[src/rtl/multi_pwm_pkg.sv]
// ============================================================================
//  multi_pwm_pkg : shared constants, helpers and types for multi_pwm_dbuf
//  Revision      : 1.0
// ============================================================================
`default_nettype none

package multi_pwm_pkg;

    localparam int NCH_DEFAULT   = 24;
    localparam int WIDTH_DEFAULT = 10;

    // A single channel still needs a 1-bit index port.
    function automatic int ch_idx_width(input int nch);
        return (nch > 1) ? $clog2(nch) : 1;
    endfunction

    typedef logic [WIDTH_DEFAULT-1:0] count_t;

endpackage

`default_nettype wire

[src/rtl/pwm_chan_cmp.sv]
// ============================================================================
//  pwm_chan_cmp : one PWM channel - active duty/phase, wrapped compare, out reg
//  Revision     : 1.0
// ============================================================================
`default_nettype none

module pwm_chan_cmp
    import multi_pwm_pkg::*;
#(
    parameter int WIDTH = WIDTH_DEFAULT
) (
    input  logic             clk,
    input  logic             reset_n,
    input  logic             load_i,
    input  logic [WIDTH-1:0] ton_s_i,
    input  logic [WIDTH-1:0] phase_s_i,
    input  logic [WIDTH-1:0] cnt_i,
    input  logic [WIDTH-1:0] period_i,
    input  logic             oe_i,
    output logic             pwm_o
);

    logic [WIDTH-1:0] ton_a_q;
    logic [WIDTH-1:0] phase_a_q;
    logic             pwm_q;

    logic [WIDTH-1:0] w_ph;
    logic [WIDTH:0]   w_diff;
    logic [WIDTH:0]   w_dist;
    logic             w_raw;

    // Distance from the phase point, folded back into 0..period-1.
    always_comb begin
        w_ph   = (phase_a_q < period_i) ? phase_a_q : '0;
        w_diff = {1'b0, cnt_i} - {1'b0, w_ph};
        w_dist = w_diff[WIDTH] ? (w_diff + {1'b0, period_i}) : w_diff;
        w_raw  = (period_i != '0) && (w_dist < {1'b0, ton_a_q});
    end

    always_ff @(posedge clk or negedge reset_n) begin
        if (!reset_n) begin
            ton_a_q   <= '0;
            phase_a_q <= '0;
            pwm_q     <= 1'b0;
        end else begin
            if (load_i) begin
                ton_a_q   <= ton_s_i;
                phase_a_q <= phase_s_i;
            end
            pwm_q <= w_raw & oe_i;
        end
    end

    assign pwm_o = pwm_q;

endmodule

`default_nettype wire

[src/rtl/multi_pwm_dbuf.sv]
// ============================================================================
//  multi_pwm_dbuf : multi-channel PWM with shadow/active registers that swap
//                   only on a period boundary
//  Revision       : 1.0
// ============================================================================
`default_nettype none

module multi_pwm_dbuf
    import multi_pwm_pkg::*;
#(
    parameter int NCH   = NCH_DEFAULT,
    parameter int WIDTH = WIDTH_DEFAULT
) (
    input  logic                           clk,
    input  logic                           reset_n,
    input  logic                           wr_en,
    input  logic [ch_idx_width(NCH)-1:0]   wr_ch,
    input  logic [WIDTH-1:0]               wr_ton,
    input  logic [WIDTH-1:0]               wr_phase,
    input  logic                           period_wr,
    input  logic [WIDTH-1:0]               period_in,
    input  logic                           commit,
    input  logic [NCH-1:0]                 oe,
    output logic [NCH-1:0]                 pwm_out,
    output logic                           period_start,
    output logic                           update_pending,
    output logic                           update_done
);

    localparam int CHW = ch_idx_width(NCH);

    logic [WIDTH-1:0] period_a_q;
    logic [WIDTH-1:0] period_s_q;
    logic [WIDTH-1:0] cnt_q;
    logic [WIDTH-1:0] cnt_d;
    logic             pending_q;
    logic             pending_d;
    logic             period_start_q;
    logic             update_done_q;

    logic             w_running;
    logic             w_boundary;
    logic             w_xfer;

    // When stopped there is no boundary to wait for, so a pending transfer
    // goes through on the very next cycle.
    always_comb begin
        w_running  = (period_a_q != '0);
        w_boundary = w_running && (cnt_q == (period_a_q - WIDTH'(1)));
        w_xfer     = pending_q && (w_boundary || !w_running);

        pending_d  = w_xfer ? 1'b0 : (pending_q | commit);

        if (w_xfer || w_boundary || !w_running) begin
            cnt_d = '0;
        end else begin
            cnt_d = cnt_q + WIDTH'(1);
        end
    end

    always_ff @(posedge clk or negedge reset_n) begin
        if (!reset_n) begin
            period_a_q     <= '0;
            period_s_q     <= '0;
            cnt_q          <= '0;
            pending_q      <= 1'b0;
            period_start_q <= 1'b0;
            update_done_q  <= 1'b0;
        end else begin
            if (w_xfer) begin
                period_a_q <= period_s_q;
            end
            if (period_wr) begin
                period_s_q <= period_in;
            end
            cnt_q          <= cnt_d;
            pending_q      <= pending_d;
            period_start_q <= w_running && (cnt_q == '0);
            update_done_q  <= w_xfer;
        end
    end

    generate
        for (genvar c = 0; c < NCH; c++) begin : g_chan
            logic [WIDTH-1:0] ton_s_q;
            logic [WIDTH-1:0] phase_s_q;
            logic             w_wr;

            // Out-of-range indices match no channel and are dropped.
            assign w_wr = wr_en && (wr_ch == CHW'(c));

            always_ff @(posedge clk or negedge reset_n) begin
                if (!reset_n) begin
                    ton_s_q   <= '0;
                    phase_s_q <= '0;
                end else if (w_wr) begin
                    ton_s_q   <= wr_ton;
                    phase_s_q <= wr_phase;
                end
            end

            pwm_chan_cmp #(
                .WIDTH (WIDTH)
            ) u_cmp (
                .clk       (clk),
                .reset_n   (reset_n),
                .load_i    (w_xfer),
                .ton_s_i   (ton_s_q),
                .phase_s_i (phase_s_q),
                .cnt_i     (cnt_q),
                .period_i  (period_a_q),
                .oe_i      (oe[c]),
                .pwm_o     (pwm_out[c])
            );
        end
    endgenerate

    assign period_start   = period_start_q;
    assign update_pending = pending_q;
    assign update_done    = update_done_q;

endmodule

`default_nettype wire

[config.mk]
export PLATFORM = sky130hd
export DESIGN_NAME = multi_pwm_dbuf
export DESIGN_NICKNAME = d
export VERILOG_FILES = /design/src/rtl/multi_pwm_pkg.sv /design/src/rtl/pwm_chan_cmp.sv /design/src/rtl/multi_pwm_dbuf.sv
export SDC_FILE = /design/constraint.sdc
export NUM_CORES = 2
export LEC_CHECK = 0
export CORE_MARGIN = 4
export CORE_UTILIZATION = 45
export DETAILED_ROUTE_END_ITERATION = 6
export MAX_ROUTING_LAYER = met4
export PLACE_DENSITY = 0.66
export SLEW_MARGIN = 5
export SYNTH_ARGS = -nofsm -noshare
export SYNTH_HDL_FRONTEND = slang
export SYNTH_SLANG_ARGS = --single-unit
[constraint.sdc]
create_clock -name clk -period 22 [get_ports clk]
set_input_delay 2.2 -clock clk [delete_from_list [all_inputs] [get_ports clk]]
set_output_delay 2.2 -clock clk [all_outputs]
set_load 0.02 [all_outputs]
* Word level (Yosys, flattened, before mapping)
Index checks and enable logic that the tools add are counted.
** Storage, ports and cells
- Logic and storage cells :: 381
- Register bits after elaboration :: 1017
- Memory bits (read-only) :: 0
- Memory bits (writable) :: 0
- Input bits :: 64
- Memories :: 0
- Bits in latches :: 0
- Output and inout bits :: 27
** Operators by class
- Add/subtract/negate cells :: 50
- Mux-type cells :: 50
- Multipliers :: 0
- Bitwise logic cells :: 25
- Shift operators :: 0
- Reductions and logical operators :: 58
- Order comparisons :: 48
- Divide/modulo/power cells :: 0
- Equal/unequal tests :: 24
** Operator list (count)
- adder 11 x 10 -> 11 bit :: 24
- < comparator 11 x 10 -> 1 bit :: 24
- two-way mux 11 bit :: 24
- subtractor 10 x 10 -> 11 bit :: 24
- two-way mux 10 bit :: 25
- < comparator 10 bit :: 24
- logical AND 1 bit :: 51
- equality test 5 x 4 -> 1 bit (second input constant) :: 8
- equality test 5 bit (second input constant) :: 8
- AND 1 bit :: 24
- equality test 5 x 3 -> 1 bit (second input constant) :: 4
- adder 10 x 1 -> 10 bit (second input constant) :: 1
- equality test 10 bit :: 1
- equality test 5 x 2 -> 1 bit (second input constant) :: 2
- zero test 10 bit :: 1
- nonzero test 10 bit :: 1
- subtractor 10 x 1 -> 10 bit (second input constant) :: 1
- equality test 5 x 1 -> 1 bit (second input constant) :: 1
- zero test 5 bit :: 1
- logical OR 1 bit :: 3
- zero test 1 bit :: 1
- two-way mux 1 bit :: 1
- bitwise OR 1 bit :: 1

* Depth between registers and ports, before layout
- Depth in word-level cells :: 8
- Gate-level depth with buffers :: 30
- Mapped depth without buffers :: 29

* Hierarchy
From an unflattened synthesis, not the netlist that was laid out.
** Unflattened totals
- Cell total of the unflattened synthesis :: 7496
- Area total of the unflattened synthesis :: 74680.4 µm²
** Modules (own cells, without submodules)
- multi_pwm_dbuf :: instances 1, area an instance 19810.2 µm², seq. area each 12837.3 µm², cells an instance 1271
- pwm_chan_cmp at g_chan[0].u_cmp ... :: instances 8, area an instance 2338.5 µm², seq. area each 525.5 µm², cells an instance 260
- pwm_chan_cmp at g_chan[18].u_cmp ... :: instances 5, area an instance 2270.9 µm², seq. area each 525.5 µm², cells an instance 262
- pwm_chan_cmp at g_chan[23].u_cmp ... :: instances 5, area an instance 2249.7 µm², seq. area each 525.5 µm², cells an instance 254
- pwm_chan_cmp at g_chan[7].u_cmp ... :: instances 3, area an instance 2250.9 µm², seq. area each 525.5 µm², cells an instance 261
- pwm_chan_cmp at g_chan[6].u_cmp :: instances 1, area an instance 2298.5 µm², seq. area each 525.5 µm², cells an instance 262
- pwm_chan_cmp at g_chan[22].u_cmp :: instances 1, area an instance 2258.4 µm², seq. area each 525.5 µm², cells an instance 261
- pwm_chan_cmp at g_chan[17].u_cmp :: instances 1, area an instance 2249.7 µm², seq. area each 525.5 µm², cells an instance 259

* Worst setup path after synthesis
No wires, ideal clock.
- Path type :: reg2reg
- Start :: reg period_a_q[1]
- End :: reg g_chan[23].u_cmp.pwm_q
- Clock period less this slack :: 7.802 ns
- Library setup time :: 0.094 ns
- Arrival time :: 7.708 ns
- Stages on the path, launching flop included :: 27
- Slack :: 14.198 ns
- Cell sequence :: dfrtp_1 -> inv_1 -> ha_1 -> a21o_1 -> a21oi_1 -> o21ai_0 -> a211oi_1 -> o211a_1 -> ha_1 -> inv_1 -> fa_1 -> a21o_1 -> a211oi_1 -> nor2_1 -> ha_1 -> and3_1 -> a2111oi_0 -> a21oi_1 -> a31oi_1 -> xnor2_1 -> mux2_2 -> ha_1 -> nand2_1 -> nor4_1 -> a2111oi_0 -> nand3_1 -> a211oi_1
** On the way
- Cells in the longest elaborated chain, start to end :: 8
- Elaborated cells on any way between the ends :: 9
- Classes of those cells :: add/sub: 2; order compare: 2; mux: 2; bitwise: 1; reduce/logical: 2
** Ends and longest elaborated chain
- start, declared :: line multi_pwm_dbuf.sv:32 : logic [WIDTH-1:0] period_a_q;
- start signal, assigned :: line multi_pwm_dbuf.sv:71 : period_a_q <= period_s_q;
- < comparator 10 bit :: line pwm_chan_cmp.sv:34 : w_ph = (phase_a_q < period_i) ? phase_a_q : '0;
- two-way mux 10 bit :: line pwm_chan_cmp.sv:34
- subtractor 10 x 10 -> 11 bit :: line pwm_chan_cmp.sv:35 : w_diff = {1'b0, cnt_i} - {1'b0, w_ph};
- adder 11 x 10 -> 11 bit :: line pwm_chan_cmp.sv:36 : w_dist = w_diff[WIDTH] ? (w_diff + {1'b0, period_i}) : w_diff;
- two-way mux 11 bit :: line pwm_chan_cmp.sv:36
- < comparator 11 x 10 -> 1 bit :: line pwm_chan_cmp.sv:37 : w_raw = (period_i != '0) && (w_dist < {1'b0, ton_a_q});
- logical AND 1 bit * :: line pwm_chan_cmp.sv:37
- AND 1 bit * :: line pwm_chan_cmp.sv:50 : pwm_q <= w_raw & oe_i;
- end signal, assigned :: line pwm_chan_cmp.sv:50
- end, declared :: line pwm_chan_cmp.sv:25 : logic pwm_q;
Mark *: on every way between the ends. The rest lies on a longest branch, timed or not.
A chain may end at the register's enable or synchronous reset.

* Final worst setup path
- Start :: reg period_a_q[1]
- End :: reg g_chan[5].u_cmp.pwm_q
** On the way
- Cells in the longest elaborated chain, start to end :: 8
- Elaborated cells on any way between the ends :: 9
- Classes of those cells :: add/sub: 2; order compare: 2; mux: 2; bitwise: 1; reduce/logical: 2
** Ends and longest elaborated chain (line)
- < comparator 10 bit :: pwm_chan_cmp.sv:34
- two-way mux 10 bit :: pwm_chan_cmp.sv:34
- subtractor 10 x 10 -> 11 bit :: pwm_chan_cmp.sv:35
- adder 11 x 10 -> 11 bit :: pwm_chan_cmp.sv:36
- two-way mux 11 bit :: pwm_chan_cmp.sv:36
- < comparator 11 x 10 -> 1 bit :: pwm_chan_cmp.sv:37
- logical AND 1 bit * :: pwm_chan_cmp.sv:37
- AND 1 bit * :: pwm_chan_cmp.sv:50
- end signal, assigned :: pwm_chan_cmp.sv:50
- end, declared :: pwm_chan_cmp.sv:25
Marked as above.

==> impl_metrics.ini <==
[run_status]
outcome = finished, final reports clean

[finish]
final_cells = 11700
final_common_cell = nand2_1
area_growth_pct = 7.48
drive_gt1_frac = 0.109
nets = 10100
layout_common_cells = 1187 x nand2_1, 997 x dfrtp_1, 939 x ha_1, 594 x mux2_2, 562 x a21oi_1

[yosys]
muxShareOfSynthArea = 0.0816
synth_seq_cells = 1017
synth_nets = 10400
seq_area_frac_synth = 0.303
synth_area_mm2 = 0.0841
synthAdderAreaFrac = 0.151
synth_xor_area_frac = 0.0354
yosys_warnings = 0
synth_edf_count = 0
synth_area_per_cell_um2 = 8.95
synth_cell_types = 74
yosys.area_share.simple = 0.133
synth-main-ff-cell = dfrtp_1
synth_top_family_by_area = compound AO/OA/AOI/OAI gates
synthArstFlopShare = 1.00
synth_compound_area_frac = 0.244
syn_inst = 9389

[die]
core_area_mm2 = 0.186
die_x_um = 440
initial_core_util = 0.453
io_pins = 91
die-height_um = 440
row_count = 158
dieArea_mm2 = 0.194

[global_route]
antenna_found_initial = 26
grt_max_degree = 248
gr-total-overflow = 0
track_usage = 0.274
grt_pass1_vias = 70800
grt_pass1_wl_mm = 412

[timing]
finalHoldViolCount = 0
final.setup.tns_ns = 0
fmax_mhz = 131
relSlewSlack = 0.144
min_period_ns = 7.63
finalMaxSlewViolations = 0
fin_crit_sh = 0.347
setup_violations = 0
skew_ns = 0.0560
worst_pin_slew_ns = 1.28
rsz0062_at_grt = no

[place]
io_buffer_count = 90
dp_hpwl_mm = 161
placed_cells = 11400
routabilityCongestion = 0.883

[clocking]
ctsHoldBuffers = 0
clock_path_buffers = 3
cts_tree = yes
cts_resized = 0
h-tree-depth = 3
cts_setup_buffers = 0
clk_transition_reported_paths_ns = 0.06
insertion_delay_ns = 0.80
cts_buffers = 119
numClockSinks = 1017
cts_root_buf = clkbuf_16

[route]
drt-pass1-iter-count = 6
drt-initial-drc-count = 6581
wl_per_cell_um = 22.8
drc = 0
ant_nets = 0
wl_mm = 266
vias = 73500
viasPerCell = 6.31

[power]
ir_drop_mv = 0.0807
power_density_mw_per_mm2 = 145
leakage_nw = 39.1

[critical_path]
cp.required_ns = 22.63
path_class = reg2reg
cp-end-kind = flip-flop
path_max_fanout = 19
start_kind = flip-flop
cp.arrival_ns = 8.25
max_stage_delay_ns = 0.65
slowest_stage = buf_4
crit_top_cell = ha_1

[worst_hold_path]
hold_path_class = reg2reg

[flow_run]
max-cap-violations = 0
[worst max-delay path, delay by kind of cell (launching register included)]
family                   cells  cell delay (ns)
multiplexers                 1             0.28
XOR/XNOR                     2             0.37
AO/OA/AOI/OAI               12             2.84
adder cells (fa/ha/maj)      5             1.53
buffers and inverters        4             1.21
flip-flops                   1             0.43
AND/OR/NAND/NOR              5             0.75
[final timing paths]
path	startpoint	to	slack (ns)	cells past startpoint
worst max-delay path	period_a_q[1]	g_chan[5].u_cmp.pwm_o	14.37	29
worst min-delay path	g_chan[4].ton_s_q[4]	g_chan[4].ton_s_q[4]	0.50	1
worst max register to register	period_a_q[1]	g_chan[5].u_cmp.pwm_o	14.37	29
worst min register to register	g_chan[4].ton_s_q[4]	g_chan[4].ton_s_q[4]	0.50	1
max in group asynchronous	reset_n	g_chan[7].u_cmp.ton_a_q[8]	16.78	5
min in group asynchronous	reset_n	g_chan[20].ton_s_q[0]	1.42	1
[cells by family (layout without fill, tap and decap cells)]
family / count (synthesis) / after routing
buf+inv: 1057 / 836
flops: 1017 / 1017
mux: 611 / 611
other cells: 0 / 12
compound gates: 2801 / 2801
simple gates: 2576 / 2576
fa+ha+maj: 987 / 987
xor+xnor: 340 / 340
[cells in the mapped netlist, types with 30 or more instances]
cell type / instances / area (um^2)
o211ai_1: 108 / 811
o21a_1: 116 / 871
fa_1: 48 / 961
a21oi_1: 562 / 2810
a211oi_1: 104 / 781
nor2b_1: 90 / 563
inv_1: 412 / 1550
clkbuf_1: 457 / 1720
nor3_1: 391 / 1960
mux2_2: 594 / 6690
xnor2_1: 214 / 1870
xor2_1: 126 / 1100
nand2_1: 1188 / 4460
o21ai_0: 284 / 1420
o2bb2ai_1: 270 / 2360
o311ai_1: 50 / 438
nand3_1: 129 / 646
dfrtp_1: 1017 / 25400
o311ai_0: 184 / 1610
a311o_1: 263 / 2630
nand2b_1: 85 / 532
nor2_1: 556 / 2090
a21o_1: 138 / 1040
buf_6: 30 / 338
buf_2: 108 / 541
a31o_1: 261 / 2290
o22ai_1: 224 / 1400
and2_1: 33 / 206
ha_1: 939 / 11700
o31a_1: 52 / 455
[area by class of cell]
class | instances | area, um^2
diodes | 12 | 30.0
clock buffers | 160 | 3340
clock inverters | 53 | 800
fillers | 17400 | 95300
inverters | 415 | 1570
multi-input cells | 7315 | 54300
flip-flops and latches | 1017 | 25500
well taps | 2480 | 3100
repair buffers | 208 | 1780
[sequential cells by signal, indices dropped and copies added, names as in the netlist, 10 cells and up]
register,count
g_chan.phase_s_q,240
g_chan.ton_s_q,240
g_chan.u_cmp.phase_a_q,240
g_chan.u_cmp.ton_a_q,240
g_chan.u_cmp.pwm_o,24
cnt_q,10
period_a_q,10
period_s_q,10
[through the flow]
stage	setup slack (ns)	total power, mW	hold WS, ns	utilization	cell area (um^2)
2_1_floorplan	14.20	9.03	0.473	-	84100
3_3_place_gp	14.52	10.6	0.487	0.464	86200
3_5_place_dp	14.51	10.9	0.492	0.464	86200
4_1_cts	14.42	13.1	0.505	0.487	90300
5_1_grt	13.76	14.3	0.509	0.487	90400
6_report	14.37	13.1	0.503	0.487	90400
[layer usage]
metal,routed length [um],global-route usage
met1,117000,0.359
met4,10700,0.0973
met2,122000,0.438
met3,16100,0.0346
met5,0,-
[power breakdown]
part	internal (mW)	total (mW)	switching, mW
clock network	1.25	2.13	0.879
logic	3.85	8.80	4.95
registers	2.07	2.19	0.115
Note: power is estimated with default switching activity, not from simulation.
